$ cat config.mk
export PLATFORM = sky130hd
export DESIGN_NAME = fp_accum_seq_flat
export DESIGN_NICKNAME = d
export VERILOG_FILES = /design/src/rtl/fp_accum_seq_if.sv /design/src/rtl/fp_accum_seq.sv /design/src/flat_wrapper.sv
export SDC_FILE = /design/constraint.sdc
export NUM_CORES = 1
export LEC_CHECK = 0
export ABC_AREA = 1
export BUFFER_PORTS_ARGS = -buffer_cell sky130_fd_sc_hd__buf_2
export CAP_MARGIN = 20
export CORE_MARGIN = 1.5
export CORE_UTILIZATION = 52
export CTS_CLUSTER_DIAMETER = 30
export CTS_CLUSTER_SIZE = 16
export DETAILED_ROUTE_END_ITERATION = 10
export PLACE_DENSITY = 0.95
export SLEW_MARGIN = 20
export SYNTH_ARGS = -nofsm -noshare
export SYNTH_HDL_FRONTEND = slang
export SYNTH_SLANG_ARGS = --single-unit
$ cat constraint.sdc
create_clock -name clk -period 3.6 [get_ports clk]
set_input_delay 0.18 -clock clk [delete_from_list [all_inputs] [get_ports clk]]
set_output_delay 0.18 -clock clk [all_outputs]
set_load 0.05 [all_outputs]
$ cat src/rtl/fp_accum_seq_if.sv
// Handshake bundle between the accumulation sequencer, its operand source,
// result consumer and the external fp_arith add/sub datapath.
interface fp_accum_seq_if #(
    parameter int DATA_WIDTH = 32,
    parameter int CNT_WIDTH  = 8
);
    logic                  start;
    logic [CNT_WIDTH-1:0]  len;
    logic                  op_sel;
    logic                  in_valid;
    logic [DATA_WIDTH-1:0] in_data;
    logic                  in_ready;
    logic                  arith_en;
    logic [DATA_WIDTH-1:0] arith_a;
    logic [DATA_WIDTH-1:0] arith_b;
    logic                  arith_op;
    logic [DATA_WIDTH-1:0] arith_res;
    logic                  res_valid;
    logic [DATA_WIDTH-1:0] res_data;
    logic                  res_ready;
    logic                  busy;

    modport master (
        output start, len, op_sel, in_valid, in_data, arith_res, res_ready,
        input  in_ready, arith_en, arith_a, arith_b, arith_op, res_valid, res_data, busy
    );

    modport slave (
        input  start, len, op_sel, in_valid, in_data, arith_res, res_ready,
        output in_ready, arith_en, arith_a, arith_b, arith_op, res_valid, res_data, busy
    );
endinterface

$ cat src/rtl/fp_accum_seq.sv
// Folds a stream of LEN FP32 operands into an accumulator (acc +/- x) using an
// external combinational fp_arith, then hands the final value to a consumer.
module fp_accum_seq #(
    parameter int                    DATA_WIDTH = 32,
    parameter int                    CNT_WIDTH  = 8,
    parameter logic [DATA_WIDTH-1:0] ACCUM_INIT = '0
) (
    input logic           clk,
    input logic           rst,
    fp_accum_seq_if.slave bus
);
    typedef enum logic [2:0] {IDLE, FIRST, ACCEPT, EXEC, DONE} state_t;

    state_t                state;
    logic [DATA_WIDTH-1:0] acc;
    logic [DATA_WIDTH-1:0] opnd_q;
    logic [CNT_WIDTH-1:0]  cnt;
    logic [CNT_WIDTH-1:0]  len_q;
    logic [CNT_WIDTH-1:0]  cnt_next;
    logic                  op_q;
    logic                  in_ready;
    logic                  arith_en;
    logic                  res_valid;
    logic                  busy;

    // Registered outputs {in_ready, arith_en, res_valid, busy} for the state being entered.
    function automatic logic [3:0] state_outs(input state_t s);
        logic [3:0] o;
        case (s)
            FIRST, ACCEPT: o = 4'b1001;
            EXEC:          o = 4'b0101;
            DONE:          o = 4'b0011;
            default:       o = 4'b0000;
        endcase
        return o;
    endfunction

    // cnt stays below len_q while in EXEC, so the increment cannot wrap.
    assign cnt_next = cnt + 1'b1;

    always_ff @(posedge clk) begin
        if (rst) begin
            state                                  <= IDLE;
            acc                                    <= ACCUM_INIT;
            opnd_q                                 <= '0;
            cnt                                    <= '0;
            len_q                                  <= '0;
            op_q                                   <= 1'b0;
            {in_ready, arith_en, res_valid, busy}  <= state_outs(IDLE);
        end else begin
            case (state)
                IDLE: begin
                    if (bus.start) begin
                        if (bus.len != '0) begin
                            len_q                                 <= bus.len;
                            op_q                                  <= bus.op_sel;
                            cnt                                   <= '0;
                            state                                 <= FIRST;
                            {in_ready, arith_en, res_valid, busy} <= state_outs(FIRST);
                        end else begin
                            acc                                   <= ACCUM_INIT;
                            state                                 <= DONE;
                            {in_ready, arith_en, res_valid, busy} <= state_outs(DONE);
                        end
                    end
                end
                // First operand is loaded verbatim: fp_arith forces the hidden bit and
                // cannot take a zero accumulator, and no negation is applied for subtract.
                FIRST: begin
                    if (bus.in_valid) begin
                        acc <= bus.in_data;
                        cnt <= CNT_WIDTH'(1);
                        if (len_q == CNT_WIDTH'(1)) begin
                            state                                 <= DONE;
                            {in_ready, arith_en, res_valid, busy} <= state_outs(DONE);
                        end else begin
                            state                                 <= ACCEPT;
                            {in_ready, arith_en, res_valid, busy} <= state_outs(ACCEPT);
                        end
                    end
                end
                ACCEPT: begin
                    if (bus.in_valid) begin
                        opnd_q                                <= bus.in_data;
                        state                                 <= EXEC;
                        {in_ready, arith_en, res_valid, busy} <= state_outs(EXEC);
                    end
                end
                EXEC: begin
                    acc <= bus.arith_res;
                    cnt <= cnt_next;
                    if (cnt_next == len_q) begin
                        state                                 <= DONE;
                        {in_ready, arith_en, res_valid, busy} <= state_outs(DONE);
                    end else begin
                        state                                 <= ACCEPT;
                        {in_ready, arith_en, res_valid, busy} <= state_outs(ACCEPT);
                    end
                end
                DONE: begin
                    if (bus.res_ready) begin
                        state                                 <= IDLE;
                        {in_ready, arith_en, res_valid, busy} <= state_outs(IDLE);
                    end
                end
                default: begin
                    state                                 <= IDLE;
                    {in_ready, arith_en, res_valid, busy} <= state_outs(IDLE);
                end
            endcase
        end
    end

    assign bus.in_ready  = in_ready;
    assign bus.arith_en  = arith_en;
    assign bus.arith_a   = acc;
    assign bus.arith_b   = opnd_q;
    assign bus.arith_op  = op_q;
    assign bus.res_valid = res_valid;
    assign bus.res_data  = acc;
    assign bus.busy      = busy;
endmodule
$ cat src/flat_wrapper.sv
// flat-port wrapper written by rule: the top's interface ports become plain ports
module fp_accum_seq_flat 
#(
    parameter int                    DATA_WIDTH = 32,
    parameter int                    CNT_WIDTH  = 8,
    parameter logic [DATA_WIDTH-1:0] ACCUM_INIT = '0
)
  (clk, rst, bus_start, bus_len, bus_op_sel, bus_in_valid, bus_in_data, bus_arith_res, bus_res_ready, bus_in_ready, bus_arith_en, bus_arith_a, bus_arith_b, bus_arith_op, bus_res_valid, bus_res_data, bus_busy);
  fp_accum_seq_if #(.DATA_WIDTH(DATA_WIDTH), .CNT_WIDTH(CNT_WIDTH)) bus_i ();
  input logic clk;
  input logic rst;
  input wire logic [$bits(bus_i.start)-1:0] bus_start;
  input wire logic [$bits(bus_i.len)-1:0] bus_len;
  input wire logic [$bits(bus_i.op_sel)-1:0] bus_op_sel;
  input wire logic [$bits(bus_i.in_valid)-1:0] bus_in_valid;
  input wire logic [$bits(bus_i.in_data)-1:0] bus_in_data;
  input wire logic [$bits(bus_i.arith_res)-1:0] bus_arith_res;
  input wire logic [$bits(bus_i.res_ready)-1:0] bus_res_ready;
  output wire logic [$bits(bus_i.in_ready)-1:0] bus_in_ready;
  output wire logic [$bits(bus_i.arith_en)-1:0] bus_arith_en;
  output wire logic [$bits(bus_i.arith_a)-1:0] bus_arith_a;
  output wire logic [$bits(bus_i.arith_b)-1:0] bus_arith_b;
  output wire logic [$bits(bus_i.arith_op)-1:0] bus_arith_op;
  output wire logic [$bits(bus_i.res_valid)-1:0] bus_res_valid;
  output wire logic [$bits(bus_i.res_data)-1:0] bus_res_data;
  output wire logic [$bits(bus_i.busy)-1:0] bus_busy;
  assign bus_i.start = bus_start;
  assign bus_i.len = bus_len;
  assign bus_i.op_sel = bus_op_sel;
  assign bus_i.in_valid = bus_in_valid;
  assign bus_i.in_data = bus_in_data;
  assign bus_i.arith_res = bus_arith_res;
  assign bus_i.res_ready = bus_res_ready;
  assign bus_in_ready = bus_i.in_ready;
  assign bus_arith_en = bus_i.arith_en;
  assign bus_arith_a = bus_i.arith_a;
  assign bus_arith_b = bus_i.arith_b;
  assign bus_arith_op = bus_i.arith_op;
  assign bus_res_valid = bus_i.res_valid;
  assign bus_res_data = bus_i.res_data;
  assign bus_busy = bus_i.busy;
  fp_accum_seq #(.DATA_WIDTH(DATA_WIDTH), .CNT_WIDTH(CNT_WIDTH), .ACCUM_INIT(ACCUM_INIT)) u_core (.clk(clk), .rst(rst), .bus(bus_i));
endmodule
## Word-level counts from Yosys, hierarchy flattened

Index checks and enable logic that the tools add are counted.

- Reductions and logical operators: 10
- Multiplexer cells: 35
- $add $sub $neg: 1
- Equal/unequal tests: 13

Operators by type and width:

| kind | number |
|---|---|
| 32-bit two-way mux | 3 |
| 32-bit case mux with 3 select lines | 1 |
| 8-bit two-way mux | 3 |
| 8-bit case mux with 3 select lines | 1 |
| 3-bit two-way mux | 7 |
| 1-bit two-way mux | 15 |
| 3-bit case mux with 5 select lines | 1 |
| 4-bit AND reduction | 3 |
| 2-bit != test (second input constant) | 5 |
| 1-bit case mux with 5 select lines | 2 |
| 8-bit by 1-bit adder with 8-bit output (second input constant) | 1 |
| 8-bit by 1-bit == test with 1-bit output (second input constant) | 1 |
| 8-bit == test | 1 |
| 1-bit case mux with 4 select lines | 2 |
| 8-bit nonzero test | 1 |
| 3-bit by 2-bit == test with 1-bit output (second input constant) | 2 |
| 3-bit AND reduction | 2 |
| 2-bit by 1-bit != test with 1-bit output (second input constant) | 2 |
| 3-bit by 1-bit == test with 1-bit output (second input constant) | 1 |
| 3-bit == test (second input constant) | 1 |
| 3-bit logical NOT | 1 |
| 3-bit nonzero test | 1 |
| 2-bit AND reduction | 1 |
| 2-bit OR reduction | 1 |

- Input bits: 78
- Register bits: 88
- Output and inout port bits: 101
- Logic and storage cells: 69

## Depth between registers and ports, before layout

Gate-level depths: netlist of run 1.

- Depth in word-level cells: 4
- Mapped depth: 14

## Least setup slack after synthesis of run 1

Ideal clock, no wire load.

- Path type: reg2reg
- Start: reg u_core.cnt[1]
- End: reg u_core.state[1]
- Arrival: 1,372 ps
- Cell stages (with the launch flop): 13
- Path slack: 2,096 ps
- Clock period less this slack: 1,504 ps
- Library setup time: 132 ps
- Cell sequence: dfxtp_1 ha_1 nand3_1 o21ai_1 nand2_1 nand2_1 nand2_1 nor2_1 nand3_1 nand2_1 nand3_1 nand2_1 a21oi_1

- Longest elaborated chain between the ends: 4

RTL lines:

| what | line | source |
|---|---|---|
| start: declaration | fp_accum_seq.sv:17 | `logic [CNT_WIDTH-1:0] cnt;` |
| start signal: assignment | fp_accum_seq.sv:91 | `cnt <= cnt_next;` |
| 8-bit by 1-bit adder with 8-bit output | fp_accum_seq.sv:39 | `assign cnt_next = cnt + 1'b1;` |
| 8-bit == test | fp_accum_seq.sv:92 | `if (cnt_next == len_q) begin` |
| 3-bit two-way mux | fp_accum_seq.sv:92 |  |
| 3-bit case mux with 5 select lines | fp_accum_seq.sv:51 | `case (state)` |
| end signal: assignment | fp_accum_seq.sv:43 | `state <= IDLE;` |
| end signal: assignment | fp_accum_seq.sv:93 | `state <= DONE;` |
| end signal: assignment | fp_accum_seq.sv:96 | `state <= ACCEPT;` |
| end: declaration | fp_accum_seq.sv:14 | `state_t state;` |

Every way passes these cells.
A chain may end at the register's enable or synchronous reset.

## Worst setup path in the final report of run 1

- Start: reg u_core.state[1]
- End: reg u_core.opnd_q[10], in the netlist u_core.bus.arith_b[10]

- Longest elaborated chain between the ends: 2

RTL lines:

| what | line | source |
|---|---|---|
| start signal: assignment | fp_accum_seq.sv:43 |  |
| start signal: assignment | fp_accum_seq.sv:58 | `state <= FIRST;` |
| start signal: assignment | fp_accum_seq.sv:62 | `state <= DONE;` |
| 3-bit by 2-bit == test with 1-bit output | fp_accum_seq.sv:51 |  |
| 2-bit AND reduction (no line) | - |  |
| end signal: assignment | fp_accum_seq.sv:84 | `opnd_q <= bus.in_data;` |
| end: declaration | fp_accum_seq.sv:16 | `logic [DATA_WIDTH-1:0] opnd_q;` |

Every way passes these cells.

==> metrics, run 1 <==
run status=finished, final reports clean; Iteration-0 DRC Markers=300; Synth Area per Inst=approximately 8 µm²; Post-Synth Simple-Gate Area=0.2061; endpoints failing setup=0; largest net degree at the start of global routing=43; adder-cell area share of the yosys netlist=0.002999; hold path cells=3; 1st-pass router iterations=5; final core occ=0.6514; GRT Total Usage=0.2638; multiplexer share of the synthesized area=0; clk slew on worst S/H paths=approximately 0.090 ns; post-synthesis sequential area ratio=0.4223; top cells by area, synth=dfxtp_1, nor2_1, a221oi_2, o21ai_0, buf_4; Final period util=0.6247; DP HPWL=~8.4 mm; initial core utilization=0.5398; setup TNS=0 ns; first-pass GRT wire length=18.19 mm; max_slew headroom=0.3233; H-Tree Depth=3; Synth Area in Compound Gates=0.2388; FILL cells=about 630; CTS Buf Count=9; Crit path largest cell delay=0.79 ns; Placer Congestion=roughly 0.90; DR vias/cell=about 5.4; # IOs=between 150 and 200; fin worst setup slack=between 1 and 1.5 ns; top cell type by total area after synthesis=dfxtp_1; #FFs+latches synth=a little under 90; HP Class=in -> reg; Die X=slightly above 90 µm; FMAX=444.7 MHz; CP cell instances=inv_1, nor2_1, nand2_1, nor2_2, clkinv_1, nor2_1, nor2_1; slowest CP cell=clkinv_1; dpl ws=1.503 ns; R2R depth=7; WL final=approximately 12 mm; largest family of logic cells by synthesized area=compound AO/OA/AOI/OAI gates; DR WL/cell=15.16 µm; GR Overflow Total=0; Synth Cell Area=4172 µm²; Pleak=roughly 0.0025 µW; initial antenna violation count=0; # nets final=~740; Worst-Skew Late Latency=between 0.3 and 0.4 ns; Crit path top cell by count=nor2_1; Post-Synth XOR/XNOR Area=0.004199; RSZ-0062 raised after global routing=false; commonest non-fill, non-tap cell in the layout=buf_2; Final Slew Violations=0; endpoints failing hold=0; Setup CP Type=reg -> reg; Cells after Synth=approximately 530; clk sinks=88; CTS tree=yes; cts hold-fix bufs=0; Critical Path Start Type=register; IO buf count=around 180; Detail Route Antenna Nets=0; Post-Syn Nets=approximately 610; Syn. warnings=0; crit end category=register; worst slew pin tran=between 1 and 1.5 ns; Antenna diodes=0; worst path required time=about 3.8 ns; area of the core=7727 µm²; finished layout cell area=5034 µm²; CP max FO=33; Setup Buffers After CTS=0; Max Cap Violations=0; Resize count post-CTS=0; vias in the first global route=roughly 4000; clock tree buffer depth=2; FP Rows=32; dpl cell area=~4800 µm²; power density over the cells=~980 nW/µm²; vias after detailed routing=around 4200; hold_ws=about 0.062 ns; DRC=0; Worst EP arrival=~2.5 ns; commonest non-fill, non-tap cells in the layout=buf_2, nor2_1, dfxtp_1; share of cells above drive strength 1=0.3665; Chip Height=between 90 and 100 µm; Layout Skew=roughly 0.009 ns; post-layout min period=roughly 2.2 ns; Area growth, synth to finish=20.67%; clk root buf=clkbuf_8; Synth top area share=0.4223; die area=between 8000 and 9000 µm²; Worst VDD drop=just under 700 µV; synth unique cells=33
-- flip-flops by register name, indices dropped and copies added (netlist names) --
register	cells
u_core.bus.in_ready	1
u_core.state	3
u_core.cnt	8
u_core.bus.arith_a	32
u_core.bus.arith_op	1
u_core.bus.arith_b	32
u_core.bus.arith_en	1
u_core.bus.res_valid	1
u_core.bus.busy	1
u_core.len_q	8
-- final timing paths --
check / startpoint / to / slack [ns]
worst min-delay path: bus_arith_res[4] / u_core.bus.arith_a[4] / 0.06
worst max-delay path: u_core.state[1] / u_core.bus.arith_b[10] / 1.35
worst min register to register: u_core.bus.in_ready / u_core.bus.in_ready / 0.46
worst max register to register: u_core.state[1] / u_core.bus.arith_b[10] / 1.35
-- logic make-up (layout without fill, tap and decap cells) --
logic type                 after synthesis  count (layout)
AOI/OAI and AO/OA                      134             134
xor gates and xnor gates                 2               2
DFF                                     88              88
and+or+nand+nor                        206             206
buffers and inverters                   95             232
adders and majority gates                1               1
-- per-layer routing --
layer  vias up  GRT usage  routed length [µm]
met3        31    0.05583                 816
met2       200     0.4669                5931
met4         0     0.1167                 237
met1      1922     0.3037                4615
li1       1998          -                   -
met5         -          0                   0
-- cell usage after synthesis (all sizes together) --
| cell | n |
|---|---|
| nand4 | 3 |
| xor2 | 1 |
| o21bai | 1 |
| a221oi | 32 |
| ha | 1 |
| a211oi | 1 |
| nand3 | 23 |
| inv | 32 |
| clkinv | 1 |
| o32ai | 1 |
| nand2 | 53 |
| o21ai | 77 |
| dfxtp | 88 |
| xnor2 | 1 |
| a21oi | 22 |
| nor3 | 1 |
| clkbuf | 18 |
| nor2 | 126 |
| buf | 44 |
-- where the power goes --
part / internal (µW) / switching, µW
Sequential: 1240 / 189
Combinational: 663 / 2180
Clock: 325 / 354
-- area by class of cell --
class	count	area [µm²]	share of cell area
clock inverters	6	67.56	0.01342
flip-flops and latches	88	1762	0.3500
inverters	33	126.4	0.02511
multi-input cells	343	1894	0.3763
well taps	102	127.6	0.02535
clock buffers	10	127.6	0.02535
repair buffers	183	928.4	0.1844
-- metrics by stage --
stage	std cells	power (µW)
after CTS	765	4964
final	765	4954
after detailed placement	749	4286
after global placement	749	4201
after global routing	765	5189
after floorplan	526	3880
-- critical path: cells and delay by family, from the launching register on --
family                 cells  cell delay [ns]
buffers and inverters      2             0.90
and+or+nand+nor            5             0.86
DFF                        1             0.37
No activity file was read; power rests on OpenSTA's default activity.
==> inputs of run 2 (changes only) <==
--- a/config.mk
+++ b/config.mk
@@ -9,11 +9,11 @@
 export BUFFER_PORTS_ARGS = -buffer_cell sky130_fd_sc_hd__buf_2
 export CAP_MARGIN = 20
 export CORE_MARGIN = 1.5
-export CORE_UTILIZATION = 52
+export CORE_UTILIZATION = 48
 export CTS_CLUSTER_DIAMETER = 30
 export CTS_CLUSTER_SIZE = 16
 export DETAILED_ROUTE_END_ITERATION = 10
-export PLACE_DENSITY = 0.95
+export PLACE_DENSITY = 0.92
 export SLEW_MARGIN = 20
 export SYNTH_ARGS = -nofsm -noshare
 export SYNTH_HDL_FRONTEND = slang
==> constraint.sdc (replaced) <==
create_clock -name clk -period 2.2 [get_ports clk]
set_input_delay 0.11 -clock clk [delete_from_list [all_inputs] [get_ports clk]]
set_output_delay 0.11 -clock clk [all_outputs]
set_load 0.05 [all_outputs]
==> run 2 against run 1 <==
Final cell count increased by 2.4%. Setup slack got worse by 1.0 ns. Routed wire length increased by 7.7%. Total power increased by 66%. Final area increased by 3.5%. Clock power increased by 63%. Register-to-register slack got worse by 1.0 ns. Sequential power increased by 64%. Critical path type unchanged.
==> metrics, run 2 (synthesis gave the netlist of run 1 again) <==
Crit path largest cell delay=0.48 ns; Chip Height=around 96 µm; Worst VDD drop=roughly 1200 µV; vias in the first global route=approximately 4100; sequential share of power=0.286; slowest CP cell=dfxtp_1; FILL cells=approximately 710; Worst EP arrival=2.13 ns; P_sw=4495 µW; GRT Total Usage=0.2676; 1st-pass router iterations=5; # nets final=~750; largest net degree at the start of global routing=38; CTS tree=yes; clock tree buffer depth=2; share of cells above drive strength 1=0.3628; DR WL/cell=between 15 and 20 µm; IO buf count=178; Worst-Skew Late Latency=~0.34 ns; FP Rows=33; Final Non-Filler Cells=783; commonest non-fill, non-tap cells in the layout=buf_2, nor2_1, dfxtp_1; CTS Buf Count=9; area of the core=a little over 8000 µm²; post-layout min period=around 1.9 ns; power density over the cells=roughly 1600 nW/µm²; endpoints failing hold=0; Final Slew Violations=0; endpoints failing setup=0; CP top delay family=simple AND/OR/NAND/NOR gates; initial antenna violation count=0; Die X=between 90 and 100 µm; DRC=0; FMAX=between 500 and 600 MHz; clk slew on worst S/H paths=~0.090 ns; Detail Route Antenna Nets=0; initial core utilization=0.5026; Critical Path Start Type=register; crit end category=register; WL final=between 10 and 15 mm; Placer Congestion=0.9580; finished layout cell area=approximately 5200 µm²; Setup CP Type=reg -> reg; final core occ=0.6276; Placed Cells=about 760; DR vias/cell=5.476; Switching Fraction=0.5477; clk root buf=clkbuf_8; Layout Skew=about 0.013 ns; run status=finished, final reports clean; Iteration-0 DRC Markers=approximately 310; Area growth, synth to finish=24.87%; vias after detailed routing=4288; R2R depth=11; CP max FO=32; hold path cells=3; Pleak=about 0.0026 µW; Final period util=0.8626; internal power=between 3000 and 4000 µW; worst slew pin tran=0.7760 ns; GR Overflow Total=0; commonest non-fill, non-tap cell in the layout=buf_2; stages on the worst setup path=11; Critical path buffers and inverters=3; Comb power frac=0.579; setup TNS=0 ns; # IOs=around 180; setup slack, reg-to-reg=0.30 ns; max_slew headroom=0.4810; DP HPWL=8.797 mm; H-Tree Depth=3; clock network power share=0.135; first-pass GRT wire length=between 15 and 20 mm; HP Class=in -> reg; dpl cell area=between 4000 and 5000 µm²; Antenna diodes=0; CP cell instances=nor2_2, nand2_2, inv_2, nand2_2, o21ai_2, inv_2, nand2_4, nor2_8, inv_4, a221oi_1, nor2_1; die area=approximately 9300 µm²; worst path required time=about 2.4 ns; Max Cap Violations=0; RSZ-0062 raised after global routing=false; clk sinks=88; Setup Buffers After CTS=0
## run 2: changes by cell type in the layout (fill, tap and decap cells not counted), sizes merged
cell	delta
inv	-1
clkbuf	+2
clkinv	-1
clkinvlp	-1
buf	+3
dlygate4sd3	+13
## run 2: path summary, 6_finish.rpt
| path | startpoint | to |
|---|---|---|
| hold / removal | bus_in_data[31] | u_core.bus.arith_b[31] |
| setup / recovery | u_core.state[2] | u_core.bus.arith_a[30] |
| setup reg to reg | u_core.state[2] | u_core.bus.arith_a[30] |
| hold reg to reg | u_core.bus.arith_en | u_core.bus.arith_en |
## run 2: worst register-to-register path: stages (launching register included)
cell and delay (ns):
dfxtp_1 0.48, nor2_2 0.10, nand2_2 0.09, inv_2 0.05
nand2_2 0.06, o21ai_2 0.06, inv_2 0.07, nand2_4 0.07
nor2_8 0.23, inv_4 0.25, a221oi_1 0.28, nor2_1 0.07
## run 2: power by group through the flow
| stage | registers [µW] | clock network (µW) | logic [µW] |
|---|---|---|---|
| 2_1_floorplan | 3540 | 0 | 2810 |
| 3_3_place_gp | 2340 | 0 | 4600 |
| 3_5_place_dp | 2350 | 0 | 4720 |
| 4_1_cts | 2330 | 1120 | 4740 |
| 5_1_grt | 2380 | 1190 | 5030 |
| 6_report | 2350 | 1110 | 4750 |
## run 2: metrics by stage
stage | total power [µW] | hold WS [ns] | worst slack (ns)
after floorplan | 6349 | 0.2447 | 0.6960
after detailed placement | 7070 | 0.3447 | 0.2467
after global placement | 6942 | 0.3405 | 0.3284
after global routing | 8606 | 0.0002095 | 0.07077
after CTS | 8197 | 0.0001632 | 0.2346
final | 8208 | 0.01367 | 0.3024
## run 2: area by class of cell
type                    instances  area (µm²)  share of cell area
flip-flops and latches         88        1763              0.3385
clock inverters                 3       42.54            0.008167
repair buffers                199        1106              0.2123
clock buffers                  12       145.1             0.02786
inverters                      33       126.4             0.02426
multi-input cells             343        1894              0.3637
well taps                     105       131.4             0.02522
## run 2: routing by layer
| metal | global-route usage | share of wire | vias to the layer above |
|---|---|---|---|
| met2 | 0.4501 | 0.50 | 213 |
| li1 | - | - | 2031 |
| met4 | 0.1397 | 0.030 | 0 |
| met3 | 0.05055 | 0.074 | 34 |
| met5 | 0 | 0 | - |
| met1 | 0.3225 | 0.40 | 2010 |
## run 2: timing repair
action	CTS	global route
gates resized for setup	0	1
endpoints found under the setup margin	0	2
hold buffers	13	0
endpoints found under the hold margin	13	0
==> inputs of run 3 (changes only) <==
--- a/config.mk
+++ b/config.mk
@@ -9,11 +9,11 @@
 export BUFFER_PORTS_ARGS = -buffer_cell sky130_fd_sc_hd__buf_2
 export CAP_MARGIN = 20
 export CORE_MARGIN = 1.5
-export CORE_UTILIZATION = 48
+export CORE_UTILIZATION = 52
 export CTS_CLUSTER_DIAMETER = 30
 export CTS_CLUSTER_SIZE = 16
 export DETAILED_ROUTE_END_ITERATION = 10
-export PLACE_DENSITY = 0.92
+export PLACE_DENSITY = 0.95
 export SLEW_MARGIN = 20
 export SYNTH_ARGS = -nofsm -noshare
 export SYNTH_HDL_FRONTEND = slang
==> constraint.sdc (replaced) <==
create_clock -name clk -period 2.4 [get_ports clk]
set_input_delay 0.12 -clock clk [delete_from_list [all_inputs] [get_ports clk]]
set_output_delay 0.12 -clock clk [all_outputs]
set_load 0.05 [all_outputs]
==> run 3 against run 2 <==
Fmax fell by 1.6%. Sequential share of layout area rose by 0.60 points. Worst hold slack got worse by 0.0066 ns. Final area fell by 1.8%. Register-to-register slack improved by 0.17 ns. Die area fell by 7.5%. Critical path depth fell by 3. Flip-flop and latch count did not move. Clock skew fell by 0.0070 ns. Sequential power fell by 8.9%. Critical endpoint is now u_core.bus.arith_b[15].
==> metrics, run 3 (synthesis gave the netlist of run 1 again) <==
run status=finished, final reports clean; post-layout min period=~1.9 ns; worst slew pin tran=roughly 0.50 ns; Pleak=0.002585 µW; vias in the first global route=3966; Worst-Skew Late Latency=around 0.35 ns; crit end category=register; WL final=between 10 and 15 mm; Chip Height=92.57 µm; Critical Path Start Type=register; Placer Congestion=a little over 0.9; RSZ-0062 raised after global routing=false; vias after detailed routing=4234; CTS tree=yes; DP HPWL=8.454 mm; clk slew on worst S/H paths=approximately 0.09 ns; CTS Buf Count=9; share of cells above drive strength 1=0.3692; # nets final=about 740; DR vias/cell=~5.5; clk root buf=clkbuf_8; GR Overflow Total=0; power density over the cells=1476 nW/µm²; DRC=0; endpoints failing setup=0; Iteration-0 DRC Markers=approximately 280; commonest non-fill, non-tap cells in the layout=buf_2, nor2_1, dfxtp_1; clk sinks=88; Resize count post-CTS=0; GRT Total Usage=0.2714; Final period util=0.8035; die area=roughly 8600 µm²; Max Cap Violations=0; endpoints failing hold=0; Antenna diodes=0; commonest non-fill, non-tap cell in the layout=buf_2; initial core utilization=0.5398; DR WL/cell=roughly 15 µm; # IOs=about 180; FMAX=between 500 and 600 MHz; finished layout cell area=about 5100 µm²; Layout Skew=approximately 0.0056 ns; dpl cell area=4861 µm²; Detail Route Antenna Nets=0; FP Rows=32; max_slew headroom=0.6648; H-Tree Depth=3; initial antenna violation count=0; Final Slew Violations=0; worst path required time=between 2 and 3 ns; area of the core=7727 µm²; 1st-pass router iterations=5; setup TNS=0 ns; HP Class=in -> reg; CP max FO=21; clock tree buffer depth=2; IO buf count=between 150 and 200; Worst EP arrival=2.18 ns; first-pass GRT wire length=approximately 19 mm; Setup CP Type=reg -> reg; Area growth, synth to finish=22.59%; largest net degree at the start of global routing=41; Worst VDD drop=roughly 950 µV; Die X=between 90 and 100 µm
[run 3: power by group]
group / switching, µW / internal (µW) / leakage [µW]
Sequential: 280 / 1860 / 0.000718
Clock: 551 / 520 / 0.000101
Combinational: 3300 / 1040 / 0.00177
Total: 4130 / 3420 / 0.00259
[run 3: per-stage QoR]
step / hold slack (ns) / util / std cells / setup slack, ns / total power, µW
after floorplan: 0.2547 / - / 526 / 0.8960 / 5820
after global placement: 0.3531 / 0.6290 / 752 / 0.6484 / 6354
after detailed placement: 0.3645 / 0.6290 / 752 / 0.5858 / 6451
after CTS: 0.0005595 / 0.6569 / 769 / 0.5671 / 7510
after global routing: 0.007261 / 0.6618 / 771 / 0.2417 / 7919
final: 0.007087 / 0.6618 / 771 / 0.4715 / 7550
[run 3: metal layers]
layer,vias up,global-route usage,share of wire
met1,1960,0.3244,0.38
met4,0,0.08974,0.020
met5,-,0,0
li1,2016,-,-
met3,26,0.06076,0.091
met2,232,0.4779,0.51
[run 3: worst max-delay path, cell delays in order, from the launching register on]
cell,delay (ns)
dfxtp_1,0.36
inv_1,0.10
nor2_1,0.18
nand2_1,0.14
nor2_2,0.12
clkinv_1,0.41
buf_16,0.33
nor2_1,0.11
nor2_1,0.06
[run 3: what timing repair did]
item / 4_1_cts / 5_1_grt
buffers inserted: 0 / 0
hold buffers: 1 / 1
endpoints found under the hold margin: 1 / 1
endpoints found under the setup margin: 0 / 0
[run 3: cell type report]
cell class | instances | area [µm²]
clock inverter | 5 | 63.81
fill | 609 | 2614
sequential | 88 | 1762
multi-input combinational | 343 | 1894
clock buffer | 11 | 141.4
inverter | 33 | 126.4
timing repair buffer | 189 | 998.5
tap | 102 | 127.6
[run 3: path summary, 6_finish.rpt]
| check | start | to | slack, ns | depth (start not counted) |
|---|---|---|---|---|
| min | bus_arith_res[19] | u_core.bus.arith_a[19] | 0.007 | 3 |
| max | u_core.state[1] | u_core.bus.arith_b[15] | 0.47 | 8 |
| max reg2reg | u_core.state[1] | u_core.bus.arith_b[15] | 0.47 | 8 |
| min reg2reg | u_core.bus.res_valid | u_core.bus.res_valid | 0.47 | 2 |
